[config.mk]
export PLATFORM = sky130hd
export DESIGN_NAME = carry_look_ahead_adder
export DESIGN_NICKNAME = d
export VERILOG_FILES = /design/src/rtl/cla_pkg.sv /design/src/rtl/cla4_block.sv /design/src/rtl/carry_look_ahead_adder.sv
export SDC_FILE = /design/constraint.sdc
export NUM_CORES = 1
export LEC_CHECK = 0
export ABC_CLOCK_PERIOD_IN_PS = 1300
export BUFFER_PORTS_ARGS = -buffer_cell sky130_fd_sc_hd__clkbuf_2
export CORE_AREA = 2 2 44 46
export CTS_CLUSTER_SIZE = 25
export DETAILED_ROUTE_END_ITERATION = 6
export DIE_AREA = 0 0 46 48
export GPL_TIMING_DRIVEN = 0
export PLACE_DENSITY = 0.64
export SYNTH_ARGS = -nofsm -noshare
export SYNTH_HDL_FRONTEND = slang
export SYNTH_SLANG_ARGS = --single-unit
[constraint.sdc]
create_clock -name clk -period 1.3 [get_ports clk]
set_input_delay 0.13 -clock clk [delete_from_list [all_inputs] [get_ports clk]]
set_output_delay 0.13 -clock clk [all_outputs]
set_load 0.05 [all_outputs]
[src/rtl/cla_pkg.sv]
// Shared carry-look-ahead definitions: group size and the 4-bit carry expansion
// used both inside a group and across groups.
package cla_pkg;

    localparam int CLA_GROUP = 4;

    // Returns {c4, c3, c2, c1, c0}; every carry is a flat sum of products, no ripple.
    function automatic logic [4:0] cla_carry(
        input logic [3:0] g,
        input logic [3:0] p,
        input logic       c0
    );
        logic [4:0] c;
        c[0] = c0;
        c[1] = g[0] | (p[0] & c0);
        c[2] = g[1] | (p[1] & g[0]) | (p[1] & p[0] & c0);
        c[3] = g[2] | (p[2] & g[1]) | (p[2] & p[1] & g[0]) | (p[2] & p[1] & p[0] & c0);
        c[4] = g[3] | (p[3] & g[2]) | (p[3] & p[2] & g[1]) | (p[3] & p[2] & p[1] & g[0])
             | (p[3] & p[2] & p[1] & p[0] & c0);
        return c;
    endfunction

    function automatic logic cla_carry_at(
        input logic [3:0] g,
        input logic [3:0] p,
        input logic       c0,
        input logic [2:0] idx
    );
        logic [4:0] c;
        c = cla_carry(g, p, c0);
        return c[idx];
    endfunction

endpackage

[src/rtl/cla4_block.sv]
// 4-bit look-ahead group: sum plus group generate/propagate.
// Purely combinational, no backpressure.
module cla4_block
    import cla_pkg::*;
(
    input  logic [CLA_GROUP-1:0] a,
    input  logic [CLA_GROUP-1:0] b,
    input  logic                 cin,
    output logic [CLA_GROUP-1:0] sum,
    output logic                 g_grp,
    output logic                 p_grp
);

    logic [CLA_GROUP-1:0] g;
    logic [CLA_GROUP-1:0] p;

    assign g = a & b;
    assign p = a ^ b;

    always_comb begin
        sum = '0;
        for (int i = 0; i < CLA_GROUP; i++) begin
            sum[i] = p[i] ^ cla_carry_at(g, p, cin, 3'(i));
        end
    end

    // Group generate is c4 with no carry in, so it never depends on cin.
    assign g_grp = cla_carry_at(g, p, 1'b0, 3'd4);
    assign p_grp = &p;

endmodule

[src/rtl/carry_look_ahead_adder.sv]
// Registered two-level carry-look-ahead adder with cascadable group P/G.
// Latency 1 cycle, result every valid cycle, no backpressure.
module carry_look_ahead_adder
    import cla_pkg::*;
#(
    parameter int WIDTH = 4
) (
    input  logic             clk,
    input  logic             rst_n,
    input  logic [WIDTH-1:0] A,
    input  logic [WIDTH-1:0] B,
    input  logic             Cin,
    input  logic             in_valid,
    output logic [WIDTH-1:0] S,
    output logic             Cout,
    output logic             P_grp,
    output logic             G_grp,
    output logic             out_valid
);

    localparam int NG = WIDTH / CLA_GROUP;

    if ((WIDTH % CLA_GROUP) != 0 || WIDTH < CLA_GROUP) begin : g_bad_width
        $error("carry_look_ahead_adder: WIDTH must be a positive multiple of 4");
    end

    logic [NG-1:0]    grp_g;
    logic [NG-1:0]    grp_p;
    logic [NG:0]      grp_c;
    logic [WIDTH-1:0] sum_nxt;
    logic             p_nxt;
    logic             cout_nxt;
    logic             g_nxt;

    for (genvar k = 0; k < NG; k++) begin : g_grp
        cla4_block u_blk (
            .a     (A[k*CLA_GROUP +: CLA_GROUP]),
            .b     (B[k*CLA_GROUP +: CLA_GROUP]),
            .cin   (grp_c[k]),
            .sum   (sum_nxt[k*CLA_GROUP +: CLA_GROUP]),
            .g_grp (grp_g[k]),
            .p_grp (grp_p[k])
        );
    end

    if (NG <= CLA_GROUP) begin : g_lvl2_fn
        // Unused upper group slots are padded with p=g=0; their carries are never read.
        logic [3:0] gpad;
        logic [3:0] ppad;

        always_comb begin
            gpad          = '0;
            ppad          = '0;
            gpad[NG-1:0]  = grp_g;
            ppad[NG-1:0]  = grp_p;
            grp_c         = '0;
            grp_c[0]      = Cin;
            for (int k = 1; k <= NG; k++) begin
                grp_c[k] = cla_carry_at(gpad, ppad, Cin, 3'(k));
            end
        end
    end else begin : g_lvl2_wide
        // Each group carry is the OR of G_j gated by the AND of all P above j.
        logic run;
        logic acc;

        always_comb begin
            run      = 1'b1;
            acc      = 1'b0;
            grp_c    = '0;
            grp_c[0] = Cin;
            for (int k = 1; k <= NG; k++) begin
                run = 1'b1;
                acc = 1'b0;
                for (int j = k - 1; j >= 0; j--) begin
                    acc = acc | (run & grp_g[j]);
                    run = run & grp_p[j];
                end
                grp_c[k] = acc | (run & Cin);
            end
        end
    end

    assign p_nxt    = &grp_p;
    assign cout_nxt = grp_c[NG];
    // With P=1 every bit propagates so G must be 0; with P=0 Cout equals G.
    assign g_nxt    = cout_nxt & ~p_nxt;

    always_ff @(posedge clk or negedge rst_n) begin
        if (!rst_n) begin
            S         <= '0;
            Cout      <= 1'b0;
            P_grp     <= 1'b0;
            G_grp     <= 1'b0;
            out_valid <= 1'b0;
        end else begin
            out_valid <= in_valid;
            if (in_valid) begin
                S     <= sum_nxt;
                Cout  <= cout_nxt;
                P_grp <= p_nxt;
                G_grp <= g_nxt;
            end
        end
    end

endmodule

Word-level counts from Yosys, hierarchy flattened

Cells that the tools add are included.

Bits in registers: 8
Bits in latches: 0
Memory bits (writable): 0
Memory bits (read-only): 0
Bits of input ports: 12
Output and inout bits: 8
Logic and storage cells: 39
Memories kept: 0

Add/subtract/negate cells: 0
Multipliers: 0
Divide/modulo/power cells: 0
Order comparisons: 0
Eq/ne operators: 0
Shifts and indexed selects: 0
Multiplexer cells: 0
Bitwise logic cells: 33
Reductions and logical operators: 1

Operators with widths:

| cell             | count |
|---|---|
| $and 1x1->1      | 16 |
| $or 1x1->1       | 10 |
| $and 4x4->4      | 1 |
| $reduce_and 4->1 | 1 |
| $xor 1x1->1      | 4 |
| $xor 4x4->4      | 1 |
| $not 1->1        | 1 |

Logic depth before layout (Yosys ltp)

Depth in word-level cells: 7
Gate-level depth with buffers: 4
Depth with buffers taken out: 4

Hierarchy

A second synthesis with hierarchy kept.

Cell total of the unflattened synthesis: 42
Area, all modules: 499.2 um2

By module, submodules not included:

| module                 | times used | cells each | area an instance (um2) | seq. area each (um2) |
|---|---|---|---|---|
| carry_look_ahead_adder | 1          | 20         | 316.6                  | 200.2 |
| cla4_block             | 1          | 22         | 182.7                  | 0.0 |

Least setup slack after synthesis

Ideal clock, no wire load.

Kind: flip-flop to flip-flop
From: register S[3] (netlist name)
To: register S[3]
Setup time: 132 ps
Data arrival time: 1114 ps
Required time: 1168 ps
Setup slack: 55 ps
Cell stages (with the launch flop): 4
Buffers on the path: 0
Period minus slack after synthesis: 1245 ps
Cell sequence: dfrtp_1 -> inv_1 -> o221ai_1 -> or3b_1

RTL lines:

| what                 | RTL line                     | text |
|---|---|---|
| end signal, assigned | carry_look_ahead_adder.sv:99 | `S <= sum_nxt;` |
| end, declared        | carry_look_ahead_adder.sv:14 | `output logic [WIDTH-1:0] S,` |

Worst setup path after layout

From: input A[2]
To: register G_grp

Longest elaborated chain between the ends: 7
Elaborated cells between the ends (all ways): 15
Classes of those cells: bitwise (14); reduce/logical (1)

Ends and longest elaborated chain:

| what                                                           | RTL line                           | text |
|---|---|---|
| start, declared                                                | carry_look_ahead_adder.sv:10       | `input logic [WIDTH-1:0] A,` |
| $and 4x4->4 / $xor 4x4->4 (equally long branches)              | cla4_block.sv:17, cla4_block.sv:18 |  |
| $and 1x1->1                                                    | -                                  |  |
| $or 1x1->1 / $and 1x1->1 (equally long branches) (2 in series) | -                                  |  |
| $or 1x1->1                                                     | -                                  |  |
| $or 1x1->1                                                     | cla_pkg.sv:15                      | `c[1] = g[0] \| (p[0] & c0);` |
| $and 1x1->1 *                                                  | carry_look_ahead_adder.sv:87       | `assign g_nxt = cout_nxt & ~p_nxt;` |
| end signal, assigned                                           | carry_look_ahead_adder.sv:102      | `G_grp <= g_nxt;` |
| end, declared                                                  | carry_look_ahead_adder.sv:17       | `output logic G_grp,` |

Mark *: on every way between the ends. The rest lies on a longest branch, timed or not.
A chain may end at the register's enable or synchronous reset.

==> flow_metrics.tcl <==
set metrics [dict create \
    outcome "complete, no violations" \
    place_hpwl_um 857 \
    final_util_pct 39.6 \
    vias 466 \
    row_count 15 \
    die_w_um 46 \
    hold_depth 1 \
    synth_top_family_by_area "simple AND/OR/NAND/NOR gates" \
    crit_required_ps 1440 \
    worst-path-max-fanout 6 \
    cts_hold_buf 1 \
    via_per_inst 5.07 \
    crit_buf_inv 1 \
    async_reset_ff_share_pct 100 \
    r2r_cells 3 \
    ys_seq_area_share_pct 38.5 \
    die_h_um 48 \
    cts_root_buf "clkbuf_4" \
    critPathKind "input port to flop" \
    min_period_ps 1140 \
    drive_above_1_share_pct 34.7 \
    ir_drop_mv 0.411 \
    drt_iter0_drc 5 \
    worst_pin_slew_ps 285 \
    antenna_found_initial 0 \
    clk_latency_ps 240 \
    finalCritPeriodShare_pct 87.7 \
    worst_path_max_delay_cell "ha_1" \
    syn-num-nets 69 \
    slew_viol_final 0 \
    synth-adder-area-share_pct 13.5 \
    cpLargestDelayFamily "compound AO/OA/AOI/OAI gates" \
    cts_buffer_depth 2 \
    slew_headroom_pct 81.1 \
    netlist_area_um2 520 \
    area_growth_pct 28.6 \
    synth.distinct_cells 27 \
    fillerInstances 170 \
    syn_area_per_cell_um2 10.0 \
    syn_inst 52 \
    max_freq_ghz 0.878 \
    grt_use_total_pct 11.5 \
    cts_setup_buffers 0 \
    crit_chain "clkbuf_2, ha_1, a21o_1, a221o_1, o211a_1" \
    min_path_type "input port to flop" \
    r2r_setup_slack_ps 260 \
    place_inst 88 \
    synth_edf_count 0 \
    core-area_um2 1690 \
    synthFlopType "dfrtp_1" \
    powerDensity_nw_per_um2 1230 \
    synth-xor-area-share_pct 1.68 \
    layout.nets 94 \
    grt_max_degree 11 \
    ant_nets 0 \
    start_util_pct 30.8 \
    synth_warnings 0 \
    maxCapViolCount 0 \
    clock_sinks 8 \
    cp.depth 5 \
    wire_per_inst_um 11.8 \
    synth_mux_area_share_pct 4.09 \
    rsz0062_at_grt "no" \
    antenna_cells 0 \
    clkTransAtPathRegs_ps 50 \
    critPathMaxStageDelay_ps 360 \
    cp_data_arrival_time_ps 1270 \
    synth_compound_area_share_pct 16.3 \
    final_cells 92 \
    dieArea_um2 2210 \
    setup_violations 0 \
    mostFrequentLayoutCell "clkbuf_2" \
    globalRouteOverflowTotal 0 \
    drtPass1Iterations 4 \
    post_cts_resized 0 \
    p_leak_nw 0.354 \
    first_global_vias 415 \
    ctsHtreeMaxLevel 1 \
    pin_count 20 \
    hold_viol_final 0 \
    end_kind "flop" \
    synthSimpleGateAreaFrac_pct 17.3 \
    drt-total-wl_mm 1.09 \
    finClkSkew_ps 0 \
    layout_common_cells "clkbuf_2, dfrtp_1, inv_1" \
    route.detailed.drc 0 \
    gp_congestion 0.796 \
    port_buffers 19 \
    worstSetupStartpointType "input port" \
    grt_pass1_wl_mm 1.81 \
    cts_tree "done" \
    cts-buffers-inserted 3 \
    ys_seq_elements 8 \
]
area by class of cell:
cell class	count	area, um^2	area share, %
repair buffers	20	105	15.7
clock buffers	3	22.5	3.36
plain buffers	1	11.3	1.68
well taps	17	21.3	3.18
flip-flops and latches	8	200	29.9
inverters	9	33.8	5.05
multi-input cells	34	275	41.1
synth_stat cells, types with 2 or more instances:
master	n	area, um^2
a21oi_1	4	20.0
dfrtp_1	8	200
ha_1	4	50.1
inv_1	8	30.0
nand2b_1	3	18.8
nand3_1	2	10.0
nor2b_1	2	12.5
o2111ai_1	2	17.5
cell families after synthesis:
logic type	Yosys count
AO/OA/AOI/OAI	12
XOR/XNOR	1
adder cells (fa/ha/maj)	5
buffers and inverters	10
flip-flops	8
multiplexers	2
AND/OR/NAND/NOR	14
power by group:
group / switching, mW / leakage (nW) / internal, mW / total (mW)
clock network: 0.0805 / 0.0138 / 0.105 / 0.186
logic: 0.228 / 0.244 / 0.103 / 0.331
registers: 0.0176 / 0.0961 / 0.286 / 0.304
metal layers:
metal / global-route usage (%) / wire [um]
met2: 19.2 / 564
met4: 5.14 / 0
met5: 0 / 0
met1: 13.8 / 489
met3: 3.40 / 35
flip-flops by register name (all words and copies together), names as in the netlist:
name / count
G_grp: 1
out_valid: 1
S: 4
P_grp: 1
Cout: 1
metrics by stage:
stage	instance area (um^2)	setup slack [ps]	total power [mW]	hold WS (ps)	setup TNS, ps
after global placement	637	-70.1	0.632	-13.4	-134
final	669	160	0.821	96.3	0
after floorplan	520	54.9	0.551	-166	0
after global routing	669	115	0.879	92.3	0
after detailed placement	637	-79.3	0.637	-10.3	-145
after CTS	669	181	0.833	85.4	0
worst paths after layout:
path                          start   endpoint
setup / recovery               A[2]      G_grp
hold / removal             in_valid  out_valid
setup reg to reg               S[3]       S[3]
hold reg to reg               G_grp      G_grp
max in group asynchronous     rst_n      G_grp
min in group asynchronous     rst_n      P_grp
worst reg2reg max path, delay by kind of cell, from the launching register on:
family                 cells  cell delay (ps)
AOI/OAI and AO/OA          1              110
and+or+nand+nor            1              370
buffers and inverters      1               60
DFF                        1              380
(Power assumes the default switching activity.)
